<file path="src/rtl/rx_fsm.sv">
// Receive-side USB packet framer: hunts for SYNC in the de-stuffed bit stream,
// assembles LSB-first payload bytes and frames the packet on SE0.
module rx_fsm #(
    parameter logic [7:0] SYNC_PATTERN = 8'h01,
    parameter int         MAX_BYTES    = 64,
    parameter int         HUNT_MAX     = 32,
    localparam int        CNT_W        = $clog2(MAX_BYTES + 1),
    localparam int        HUNT_W       = $clog2(HUNT_MAX + 1)
) (
    input  logic             clk,
    input  logic             nRST,
    input  logic             rx_enable,
    input  logic             rx_bit,
    input  logic             rx_bit_valid,
    input  logic             rx_se0,
    input  logic             stuff_err,
    output logic [7:0]       rx_data,
    output logic             rx_data_valid,
    output logic             rx_active,
    output logic             rx_done,
    output logic             rx_error,
    output logic [CNT_W-1:0] rx_byte_count
);

    typedef enum logic [2:0] {
        RX_S_IDLE     = 3'd0,
        RX_S_HUNT     = 3'd1,
        RX_S_DATA     = 3'd2,
        RX_S_DONE     = 3'd3,
        RX_S_ERROR    = 3'd4,
        RX_S_WAIT_EOP = 3'd5
    } state_t;

    localparam logic [CNT_W-1:0]  BYTE_LIMIT = CNT_W'(MAX_BYTES);
    localparam logic [HUNT_W-1:0] HUNT_LIMIT = HUNT_W'(HUNT_MAX);

    state_t             state, state_next;
    logic [7:0]         sr, sr_next;
    logic [7:0]         sr_shift;
    logic [2:0]         bit_cnt, bit_cnt_next;
    logic [HUNT_W-1:0]  hunt_cnt, hunt_cnt_next;
    logic [CNT_W-1:0]   byte_cnt_next;
    logic [7:0]         data_next;
    logic               data_valid_next;

    // New bits enter at the top so the first bit of a byte ends up in sr[0].
    assign sr_shift = {rx_bit, sr[7:1]};

    always_comb begin
        state_next      = state;
        sr_next         = sr;
        bit_cnt_next    = bit_cnt;
        hunt_cnt_next   = hunt_cnt;
        byte_cnt_next   = rx_byte_count;
        data_next       = rx_data;
        data_valid_next = 1'b0;

        case (state)
            RX_S_IDLE: begin
                if (rx_enable && !rx_se0) begin
                    state_next    = RX_S_HUNT;
                    sr_next       = 8'h00;
                    hunt_cnt_next = '0;
                    byte_cnt_next = '0;
                end
            end
            RX_S_HUNT: begin
                if (!rx_enable) begin
                    state_next = RX_S_IDLE;
                end else if (stuff_err || rx_se0) begin
                    state_next = RX_S_ERROR;
                end else if (rx_bit_valid) begin
                    sr_next       = sr_shift;
                    hunt_cnt_next = hunt_cnt + 1'b1;
                    if (sr_shift == SYNC_PATTERN) begin
                        state_next   = RX_S_DATA;
                        bit_cnt_next = 3'd0;
                    end else if (hunt_cnt_next == HUNT_LIMIT) begin
                        state_next = RX_S_ERROR;
                    end
                end
            end
            RX_S_DATA: begin
                if (!rx_enable) begin
                    state_next = RX_S_IDLE;
                end else if (stuff_err) begin
                    state_next = RX_S_ERROR;
                end else if (rx_se0) begin
                    // EOP is only clean on a byte boundary.
                    state_next = (bit_cnt == 3'd0) ? RX_S_DONE : RX_S_ERROR;
                end else if (rx_bit_valid) begin
                    sr_next      = sr_shift;
                    bit_cnt_next = bit_cnt + 3'd1;
                    if (bit_cnt == 3'd7) begin
                        if (rx_byte_count < BYTE_LIMIT) begin
                            data_next       = sr_shift;
                            data_valid_next = 1'b1;
                            byte_cnt_next   = rx_byte_count + 1'b1;
                        end else begin
                            state_next = RX_S_ERROR;
                        end
                    end
                end
            end
            RX_S_DONE: begin
                state_next = RX_S_IDLE;
            end
            RX_S_ERROR: begin
                state_next = (!rx_enable || rx_se0) ? RX_S_IDLE : RX_S_WAIT_EOP;
            end
            RX_S_WAIT_EOP: begin
                // Swallow the rest of a corrupt packet so it cannot fake a SYNC.
                if (!rx_enable || rx_se0) begin
                    state_next = RX_S_IDLE;
                end
            end
            default: begin
                state_next = RX_S_IDLE;
            end
        endcase
    end

    always_ff @(posedge clk) begin
        if (!nRST) begin
            state         <= RX_S_IDLE;
            sr            <= 8'h00;
            bit_cnt       <= 3'd0;
            hunt_cnt      <= '0;
            rx_byte_count <= '0;
            rx_data       <= 8'h00;
            rx_data_valid <= 1'b0;
            rx_active     <= 1'b0;
            rx_done       <= 1'b0;
            rx_error      <= 1'b0;
        end else begin
            state         <= state_next;
            sr            <= sr_next;
            bit_cnt       <= bit_cnt_next;
            hunt_cnt      <= hunt_cnt_next;
            rx_byte_count <= byte_cnt_next;
            rx_data       <= data_next;
            rx_data_valid <= data_valid_next;
            // Status flags are registered copies of the next-state decode.
            rx_active     <= (state_next == RX_S_DATA);
            rx_done       <= (state_next == RX_S_DONE);
            rx_error      <= (state_next == RX_S_ERROR);
        end
    end

endmodule

</file>
<file path="config.mk">
export PLATFORM = sky130hd
export DESIGN_NAME = rx_fsm
export DESIGN_NICKNAME = d
export VERILOG_FILES = /design/src/rtl/rx_fsm.sv
export SDC_FILE = /design/constraint.sdc
export NUM_CORES = 1
export LEC_CHECK = 0
export BUFFER_PORTS_ARGS = -buffer_cell sky130_fd_sc_hd__buf_4
export CAP_MARGIN = 25
export CORE_ASPECT_RATIO = 0.75
export CORE_MARGIN = 4
export CORE_UTILIZATION = 60
export CTS_BUF_LIST = sky130_fd_sc_hd__clkbuf_16
export CTS_CLUSTER_DIAMETER = 40
export DETAILED_ROUTE_END_ITERATION = 10
export PLACE_DENSITY = 0.83
export SYNTH_ARGS = -nofsm -noshare
export SYNTH_HDL_FRONTEND = slang
export SYNTH_SLANG_ARGS = --single-unit
</file>
<file path="constraint.sdc">
create_clock -name clk -period 5.9 [get_ports clk]
set_input_delay 0.59 -clock clk [delete_from_list [all_inputs] [get_ports clk]]
set_output_delay 0.59 -clock clk [all_outputs]
set_load 0.01 [all_outputs]
</file>
==> reports/summary.md, run 1 <==
### Synthesis
• 8.530 sq um — Avg Cell Area, Syn
• 242 — number of nets produced by synthesis
• 28.32% — share of synthesized cell area in and, or, nand and nor gates
• 0% — share of flip-flops with an asynchronous set or reset after synthesis
• 230 — post-synthesis instance total
• 1962 sq um — mapped cell area
• simple AND/OR/NAND/NOR gates — main combinational cell family by area after synthesis
• 1.084% — post-synthesis mux area share
• 38 — flip-flop and latch count after synthesis
• 38.78% — post-synthesis sequential area ratio
• 22.00% — Synth Area in Compound Gates
• dfxtp_1 — Primary FF master, synth
• 3.189% — adder-cell share of the synthesized area
• 56 — unique cell type count in the Yosys netlist
• 0 — number of warnings reported in the yosys synthesis log
• 2.679% — post-synthesis share of cell area spent on xor and xnor gates
• 0 — Post-synth EDFFs

### Drt
• 4 — first-pass detailed-route iteration total
• 1758 — total number of vias
• 4437 um — final routed wirelength across all metal layers
• 15.35 um — per-cell routed wire length
• 6.083 — via density per instance
• 141 — Iter 0 DRT Violations
• 0 — drc violations
• 0 — number of routed nets with antenna violations

### STA
• 0.4531 ns — worst hold margin
• 0 — final setup violation count
• 3.562 ns — worst setup slack after layout
• 39.63% — Final Cycle Share
• 0.7537 ns — pin slew with the least headroom to its limit
• no — unrepaired setup endpoints after global routing
• 0 — Final Max Slew Viols
• 2.338 ns — crit path time final
• 0 — hold violation count in the final report
• 0.004295 ns — worst-case clock skew
• 49.70% — worst slew slack as a fraction of its limit
• 0 ns — Setup TNS Final
• 0.4276 GHz — Fmax achieved

### Cells and area
• 0 — ant diodes
• 263 — Final #Nets
• 17.28% — area added between synthesis and finish
• 760.7 sq um — sequential cell area
• 75.65% — final cell utilization of the core
• 1124 sq um — area taken by multi-input logic gates
• 16.73% — fraction of layout cells with a size suffix above 1
• 222 — count of filler cells inserted in the layout

### Global route
• 0 — antenna violations before repair
• 7617 um — first-pass GRT wire length
• 22.70% — gr usage total
• 0 — overflow left after global routing
• 25 — maximum number of pins on one net before global-route repair
• 1582 — via count of the first global-routing pass

### Power and ir drop
• 255.1 nW/um^2 — power density over the cells
• 0.7937 nW — Lkg Pwr
• 0.2606 mV — maximum ir drop on the vdd rail

### Floorplanning
• 64.50% — starting density of the core
• 4258 sq um — die outline area
• 17 — site row count
• 57.52 um — height of the die
• 74.03 um — Die W
• 26 — count of boundary I/O pins
• 3042 sq um — Core Region

### Clock tree
• 0 — post-CTS setup buffer count
• 38 — clock tree sinks
• yes — clock tree from TritonCTS
• clkbuf_16 — clock root buffer
• 2 — maximum level of the CTS H-tree
• 0.28 ns — clock insertion delay at the later pin of the skew report
• 0 — CTS-repair resized insts
• 0 — number of hold buffers added after cts
• 0.06 ns — register clock-pin slew on the reported worst setup and hold paths
• 2 — buffers from clock root to sink, at most
• 5 — Num CTS Buffers

### Place
• 25 — count of buffers inserted at the top-level ports
• 3087 um — detailed placer's ending HPWL
• 3.597 ns — pre-CTS setup slack
• 0.9119 — routability congestion estimate

### Setup path
• 2.50 ns — critical path data arrival time
• register — type of destination of the critical path
• state[1] — first element of the critical path
• register — kind of launch point of the worst setup path
• 6.07 ns — required time of the critical path
• register to register — category of the most critical setup path
• 20 — critical-path maximum fanout
• state[1] — Reg-to-Reg Start

### Worst hold path
• rx_data[2] — launch point of the worst hold path
• register to register — type of the most critical hold path

### Outcome
• completed — run status

### Run
• 0 — maximum capacitance violations

## report_power, final
group	leakage (nW)	internal, mW	switching (mW)	total, mW
Clock	0.0773	0.195	0.0970	0.292
Sequential	0.306	0.258	0.00280	0.261
Combinational	0.410	0.0126	0.0212	0.0338
## kinds of logic (layout without fill, tap and decap cells)
family | Yosys count | after routing
flip-flops | 38 | 38
buffers and inverters | 17 | 38
AND/OR/NAND/NOR | 98 | 98
adder cells (fa/ha/maj) | 5 | 5
XOR/XNOR | 6 | 6
multiplexers | 2 | 2
AO/OA/AOI/OAI | 64 | 64
## state kept, by name, indices dropped and copies added (netlist names)
| signal | count |
|---|---|
| sr | 7 |
| rx_byte_count | 7 |
| rx_done | 1 |
| rx_error | 1 |
| rx_data_valid | 1 |
| hunt_cnt | 6 |
| state | 3 |
| rx_active | 1 |
| bit_cnt | 3 |
| rx_data | 8 |
## synth_stat cells, drive strengths merged, types with 2 or more instances
library cell,number,share of area (%)
xnor2,6,2.7
and3,3,0.96
nand3b,2,0.77
a31oi,5,1.6
nor2,14,2.7
nor3,5,1.5
inv,6,1.1
clkbuf,6,1.1
nor2b,3,0.96
dfxtp,38,39
a21oi,23,5.9
ha,5,3.2
nor3b,3,1.1
o21a,3,1.1
buf,5,1.7
nand2b,4,1.3
a2111oi,2,2.2
nand2,25,4.8
nand3,7,1.8
nor4b,4,1.8
a21boi,2,0.77
nor4,2,0.64
or3,2,0.64
nand4,12,3.8
o31ai,3,1.1
a311oi,2,0.89
and2,2,0.64
or3b,3,1.3
or2,2,0.64
or4b,3,1.9
a211oi,3,1.4
o21ai,12,3.1
## final timing paths
path,to,cells after the start,slack (ns)
worst max-delay path,rx_error,4,3.56
worst max register to register,rx_error,4,3.56
worst min register to register,rx_data[2],2,0.45
worst min-delay path,rx_data[2],2,0.45
## layout by cell type, fill, tap and decap left out, types with 3 or more instances in the layout
cell / instances
a21oi_1: 23
a31oi_1: 5
and3_1: 3
buf_4: 25
clkbuf_16: 5
dfxtp_1: 38
ha_1: 5
inv_1: 6
nand2_1: 25
nand2b_1: 4
nand3_1: 7
nand4_1: 12
nor2_1: 14
nor2b_1: 3
nor3_1: 4
nor3b_1: 3
nor4b_1: 4
o21a_1: 3
o21ai_0: 11
o31ai_1: 3
xnor2_1: 6
## critical path, cell delays in order (launching register included)
cell       delay (ns)
dfxtp_1          0.76
nor3b_1          0.60
o21ai_0          0.22
o22a_1           0.24
a2111oi_2        0.40
## final cells by class
cell class / count / area share [%]
timing repair buffer: 25 / 8.157
inverter: 6 / 0.9788
clock buffer: 5 / 5.438
sequential: 38 / 33.06
tap: 38 / 2.066
multi-input combinational: 175 / 48.83
clock inverter: 2 / 1.468
## per-stage QoR
stage	power [mW]	std cells	instance area, sq um
floorplan	0.2887	230	1962
detailed placement	0.2992	282	2142
finish	0.5870	289	2301
global route	0.6067	289	2301
CTS	0.5889	289	2301
global placement	0.2990	282	2142
## per-layer routing
layer  GRT usage, %  vias up  wire length [um]  share of wire, %
met2          31.82       56              1924                43
met5              0        -                 0                 0
li1               -      892                 -                 -
met3          4.930        8               274               6.2
met1          34.19      802              2180                49
met4          6.977        0                57               1.3
(Power assumes the default switching activity.)
==> run 2, diff against run 1 <==
--- a/config.mk
+++ b/config.mk
@@ -9,11 +9,11 @@
 export CAP_MARGIN = 25
 export CORE_ASPECT_RATIO = 0.75
 export CORE_MARGIN = 4
-export CORE_UTILIZATION = 60
+export CORE_UTILIZATION = 57
 export CTS_BUF_LIST = sky130_fd_sc_hd__clkbuf_16
 export CTS_CLUSTER_DIAMETER = 40
 export DETAILED_ROUTE_END_ITERATION = 10
-export PLACE_DENSITY = 0.83
+export PLACE_DENSITY = 0.79
 export SYNTH_ARGS = -nofsm -noshare
 export SYNTH_HDL_FRONTEND = slang
 export SYNTH_SLANG_ARGS = --single-unit
==> constraint.sdc (replaced) <==
create_clock -name clk -period 2.3 [get_ports clk]
set_input_delay 0.23 -clock clk [delete_from_list [all_inputs] [get_ports clk]]
set_output_delay 0.23 -clock clk [all_outputs]
set_load 0.01 [all_outputs]
==> reports/summary.md, run 2 (synthesis gave the netlist of run 1 again) <==
### STA
• 0 ns — Setup TNS Final, unchanged
• 89.83% — Final Cycle Share, +50 points
• 50.03% — worst slew slack as a fraction of its limit, +0.33 points
• no — unrepaired setup endpoints after global routing
• 0 — Final Max Slew Viols, unchanged
• 0.004757 ns — worst-case clock skew, +0.0004617 ns
• 0.7487 ns — pin slew with the least headroom to its limit, -0.004940 ns
• 0.4840 GHz — Fmax achieved, +13%
• 0 — hold violation count in the final report, unchanged
• 2.066 ns — crit path time final, -0.2722 ns
• 0 — final setup violation count, unchanged

### Clock tree
• 2 — buffers from clock root to sink, at most, unchanged
• yes — clock tree from TritonCTS
• 2 — maximum level of the CTS H-tree, unchanged
• clkbuf_16 — clock root buffer
• 0.28 ns — clock insertion delay at the later pin of the skew report, about the same
• 5 — Num CTS Buffers, unchanged
• 0.06 ns — register clock-pin slew on the reported worst setup and hold paths, about the same
• 38 — clock tree sinks, unchanged

### Floorplanning
• 26 — count of boundary I/O pins, unchanged
• 3288 sq um — Core Region, +8.1%
• 59.67% — starting density of the core, -4.8 points
• 4454 sq um — die outline area, +4.6%
• 75.75 um — Die W, +2.3%
• 18 — site row count, +1
• 58.81 um — height of the die, +2.2%

### Outcome
• completed — run status

### Cells and area
• 0 — ant diodes, unchanged
• 298 — non-filler instance count after layout, +3.1%
• 20.28% — area added between synthesis and finish
• rx_data x8, rx_byte_count x7, sr x7 — largest registers ranked by flip-flop count
• dfxtp_1, buf_4, nand2_1 — highest-count cells in the layout ignoring fill and taps
• 8 — flip-flop count of the largest register, all copies and words added, unchanged
• 19.38% — fraction of layout cells with a size suffix above 1, +2.6 points
• 270 — Final #Nets, +2.7%
• rx_data — largest register by flop count
• dfxtp_1 — most frequent standard cell in the layout excluding fill and tap cells

### Drt
• 14.75 um — per-cell routed wire length, -3.9%
• 1821 — total number of vias, +3.6%
• 6.111 — via density per instance, +0.46%
• 0 — drc violations, unchanged
• 4395 um — final routed wirelength across all metal layers, -0.95%
• 174 — Iter 0 DRT Violations, +23%
• 0 — number of routed nets with antenna violations, unchanged
• 4 — first-pass detailed-route iteration total, unchanged

### Global route
• 21.47% — gr usage total, -1.2 points
• 0 — overflow left after global routing, unchanged
• 7417 um — first-pass GRT wire length, -2.6%
• 0 — antenna violations before repair, unchanged
• 25 — maximum number of pins on one net before global-route repair, unchanged
• 1609 — via count of the first global-routing pass, +1.7%

### Setup path
• 8 — critical-path maximum fanout, -60%
• register to register — category of the most critical setup path
• 2.19 ns — critical path data arrival time, -0.31 ns
• 2.43 ns — required time of the critical path, -3.64 ns
• register — type of destination of the critical path
• register — kind of launch point of the worst setup path

### Power and ir drop
• 1.199 mW — internal power, +160%
• 0.3882 mV — maximum ir drop on the vdd rail, +49%
• 0.3155 mW — net switching power figure, +160%
• 49.8% — part of the power in the clock network, about the same
• 641.8 nW/um^2 — power density over the cells, +150%
• 20.83% — net switching fraction of the power, +0.22 points
• 44.0% — sequential share of power, -0.5 points
• 0.8329 nW — Lkg Pwr, +4.9%
• 6.3% — Combinational Power Share, +0.5 points

### Place
• 25 — count of buffers inserted at the top-level ports, unchanged
• 3079 um — detailed placer's ending HPWL, -0.27%
• 0.9334 — routability congestion estimate, +2.4%
• 291 — number of cells in the design after placement, +3.2%

### Run
• 0 — maximum capacitance violations, unchanged

### Worst hold path
• primary input to register — type of the most critical hold path

## run 2: final timing paths
| path | end | startpoint | slack [ns] | cells past startpoint |
|---|---|---|---|---|
| setup / recovery | rx_data[2] | bit_cnt[0] | 0.23 | 6 |
| hold / removal | rx_data[7] | rx_bit | 0.22 | 3 |
| setup reg to reg | rx_data[2] | bit_cnt[0] | 0.23 | 6 |
| hold reg to reg | rx_data[7] | rx_data[7] | 0.45 | 2 |
## run 2: final cells by class
type / count / area [sq um]
Fill cell: 267 / 928.4
Timing Repair Buffer: 32 / 240.2
Multi-Input combinational cell: 175 / 1127
Tap cell: 40 / 50.05
Clock inverter: 2 / 33.78
Inverter: 6 / 22.52
Clock buffer: 5 / 125.1
Sequential cell: 38 / 760.7
## run 2: stage by stage
step / hold slack, ns / power, mW / setup slack, ns / utilization (%) / cell area [sq um]
after global routing: 0.2435 / 1.561 / 0.08992 / 71.77 / 2360
after detailed placement: 0.4469 / 0.7725 / 0.1322 / 66.82 / 2197
after floorplan: 0.3705 / 0.7406 / 0.2837 / - / 1962
after CTS: 0.2168 / 1.522 / 0.1216 / 71.65 / 2356
final: 0.2225 / 1.515 / 0.2338 / 71.77 / 2360
after global placement: 0.4398 / 0.7717 / 0.1970 / 66.82 / 2197
## run 2: worst max-delay path, stage by stage (launching register included)
cell and delay (ns):
dfxtp_1 0.33, ha_1 0.15, ha_1 0.16, or4bb_4 0.61, or3_1 0.47, nand2_1 0.12
a21oi_1 0.06
## run 2: repair_timing
action,in CTS,in global routing
hold buffers,0,0
setup buffers,0,0
gates resized for setup,0,1
endpoints found under the setup margin,0,6
## run 2: power by group through the flow
stage               clock network [mW]  registers, mW  logic [mW]
CTS                              0.763          0.666      0.0933
detailed placement                   0          0.680      0.0927
global placement                     0          0.680      0.0919
global route                     0.790          0.666       0.105
finish                           0.753          0.666      0.0952
floorplan                            0          0.681      0.0598
## run 2: layer usage
| metal | global-route usage [%] | share of wire (%) | up-vias |
|---|---|---|---|
| li1 | - | - | 912 |
| met1 | 32.78 | 51 | 850 |
| met2 | 29.27 | 42 | 54 |
| met3 | 4.608 | 5.8 | 5 |
| met4 | 7.481 | 1.0 | 0 |
| met5 | 0 | 0 | - |
==> run 3, diff against run 2 <==
--- a/config.mk
+++ b/config.mk
@@ -6,9 +6,8 @@
 export NUM_CORES = 1
 export LEC_CHECK = 0
 export BUFFER_PORTS_ARGS = -buffer_cell sky130_fd_sc_hd__buf_4
-export CAP_MARGIN = 25
 export CORE_ASPECT_RATIO = 0.75
-export CORE_MARGIN = 4
+export CORE_MARGIN = 2
 export CORE_UTILIZATION = 57
 export CTS_BUF_LIST = sky130_fd_sc_hd__clkbuf_16
 export CTS_CLUSTER_DIAMETER = 40
==> reports/summary.md, run 3 (synthesis gave the netlist of run 1 again) <==
### Floorplanning
• 71.75 um — Die W, -5.3%
• 59.67% — starting density of the core, unchanged
• 3288 sq um — Core Region, unchanged
• 18 — site row count, unchanged
• 26 — count of boundary I/O pins, unchanged
• 54.81 um — height of the die, -6.8%
• 3932 sq um — die outline area, -12%

### Setup path
• 2.42 ns — required time of the critical path, about the same
• 8 — critical-path maximum fanout, unchanged
• rx_data[7] — reg-to-reg critical path endpoint
• register to register — category of the most critical setup path
• 0.22 ns — worst setup slack for register-to-register paths, -0.02 ns
• register — type of destination of the critical path
• 6 — reg2reg path depth, unchanged
• bit_cnt[0] — first element of the critical path
• 2.20 ns — critical path data arrival time, about the same
• bit_cnt[0] — Reg-to-Reg Start
• register — kind of launch point of the worst setup path

### STA
• 0.4805 GHz — Fmax achieved, -0.72%
• 0 — final setup violation count, unchanged
• 0.2241 ns — worst hold margin, +0.001626 ns
• no — unrepaired setup endpoints after global routing
• 50.90% — worst slew slack as a fraction of its limit, +0.87 points
• 0 — hold violation count in the final report, unchanged
• 0.2188 ns — worst setup slack after layout, -0.01500 ns
• 2.081 ns — crit path time final, +0.01500 ns
• 0.7357 ns — pin slew with the least headroom to its limit, -0.01308 ns
• 90.48% — Final Cycle Share, +0.65 points
• 0 — Final Max Slew Viols, unchanged
• 0 ns — Setup TNS Final, unchanged
• 0.003313 ns — worst-case clock skew, -0.001443 ns

### Clock tree
• 0 — post-CTS setup buffer count, unchanged
• 2 — buffers from clock root to sink, at most, unchanged
• 0.28 ns — clock insertion delay at the later pin of the skew report, about the same
• 5 — Num CTS Buffers, unchanged
• clkbuf_16 — clock root buffer
• 2 — maximum level of the CTS H-tree, unchanged
• 38 — clock tree sinks, unchanged
• yes — clock tree from TritonCTS
• 0.05 ns — register clock-pin slew on the reported worst setup and hold paths, about the same

### Worst hold path
• hunt_cnt[2] — Worst Hold Endpoint
• nRST — launch point of the worst hold path
• primary input to register — type of the most critical hold path
• 2 — WHS Path Cells, -1

### Power and ir drop
• 1.199 mW — internal power, about the same
• 44.4% — sequential share of power, +0.4 points
• 49.2% — part of the power in the clock network, -0.6 points
• 6.4% — Combinational Power Share, about the same
• 633.8 nW/um^2 — power density over the cells, -1.2%
• 0.3016 mW — net switching power figure, -4.4%
• 0.8384 nW — Lkg Pwr, +0.66%
• 0.3964 mV — maximum ir drop on the vdd rail, +2.1%
• 20.10% — net switching fraction of the power, -0.73 points

### Global route
• 1511 — via count of the first global-routing pass, -6.1%
• 0 — antenna violations before repair, unchanged
• 25 — maximum number of pins on one net before global-route repair, unchanged
• 7203 um — first-pass GRT wire length, -2.9%
• 0 — overflow left after global routing, unchanged
• 24.25% — gr usage total, +2.8 points

### Cells and area
• 19.69% — fraction of layout cells with a size suffix above 1, +0.31 points
• rx_data x8, rx_byte_count x7, sr x7 — largest registers ranked by flip-flop count
• 20.66% — area added between synthesis and finish
• rx_data — largest register by flop count
• dfxtp_1 — most frequent standard cell in the layout excluding fill and tap cells
• 0 — ant diodes, unchanged
• dfxtp_1, buf_4, nand2_1 — highest-count cells in the layout ignoring fill and taps
• 299 — non-filler instance count after layout, +0.34%
• 271 — Final #Nets, +0.37%
• 8 — flip-flop count of the largest register, all copies and words added, unchanged

### Place
• 0.9011 — routability congestion estimate, -3.5%
• 3181 um — detailed placer's ending HPWL, +3.3%
• 25 — count of buffers inserted at the top-level ports, unchanged
• 0.1354 ns — pre-CTS setup slack, +0.003255 ns
• 292 — number of cells in the design after placement, +0.34%

### Drt
• 5.903 — via density per instance, -3.4%
• 14.81 um — per-cell routed wire length, +0.41%
• 0 — number of routed nets with antenna violations, unchanged
• 137 — Iter 0 DRT Violations, -21%
• 4428 um — final routed wirelength across all metal layers, +0.75%
• 4 — first-pass detailed-route iteration total, unchanged
• 0 — drc violations, unchanged
• 1765 — total number of vias, -3.1%

### Run
• 0 — maximum capacitance violations, unchanged

### Outcome
• completed — run status

-- run 3: cell count changes in the layout (fill, tap and decap cells not counted) --
cell and delta:
buf_4 +1
-- run 3: worst max path at each step --
stage | end | cells past startpoint
global placement | rx_data[2] | 6
floorplan | rx_data[1] | 8
CTS | rx_data[7] | 6
finish | rx_data[7] | 6
detailed placement | rx_data[5] | 6
global route | rx_data[4] | 6
-- run 3: area by class of cell --
| cell class | instances | area, sq um |
|---|---|---|
| clock inverter | 2 | 33.78 |
| sequential | 38 | 760.7 |
| timing repair buffer | 33 | 247.7 |
| inverter | 6 | 22.52 |
| clock buffer | 5 | 125.1 |
| multi-input combinational | 175 | 1127 |
| fill | 286 | 920.9 |
| tap | 40 | 50.05 |
-- run 3: worst max-delay path, stage by stage (launching register included) --
cell	delay, ns
dfxtp_1	0.33
ha_1	0.15
ha_1	0.17
or4bb_4	0.62
or3_1	0.47
nand2_1	0.12
a21oi_1	0.07
-- run 3: power by group through the flow --
stage	logic, mW	registers, mW	clock network, mW
2_1_floorplan	0.0598	0.681	0
3_3_place_gp	0.0918	0.680	0
3_5_place_dp	0.0929	0.680	0
4_1_cts	0.0940	0.666	0.749
5_1_grt	0.105	0.666	0.775
6_report	0.0956	0.666	0.738
-- run 3: metrics by stage --
step | power (mW) | area [sq um] | utilization [%]
global route | 1.546 | 2367 | 71.99
finish | 1.500 | 2367 | 71.99
global placement | 0.7718 | 2205 | 67.05
CTS | 1.509 | 2364 | 71.88
detailed placement | 0.7729 | 2205 | 67.05
floorplan | 0.7406 | 1962 | -
-- run 3: metal layers --
layer / global-route usage, % / vias to the layer above / share of wire [%]
met5: 0 / - / 0
met4: 6.289 / 0 / 1.1
met3: 5.157 / 7 / 5.4
met2: 37.81 / 44 / 43
met1: 34.38 / 809 / 51
li1: - / 905 / -
-- run 3: repair_timing --
action | 4_1_cts | 5_1_grt
hold buffers | 0 | 0
setup endpoints to repair | 0 | 8
endpoints found under the hold margin | 0 | 0
resized for setup | 0 | 1
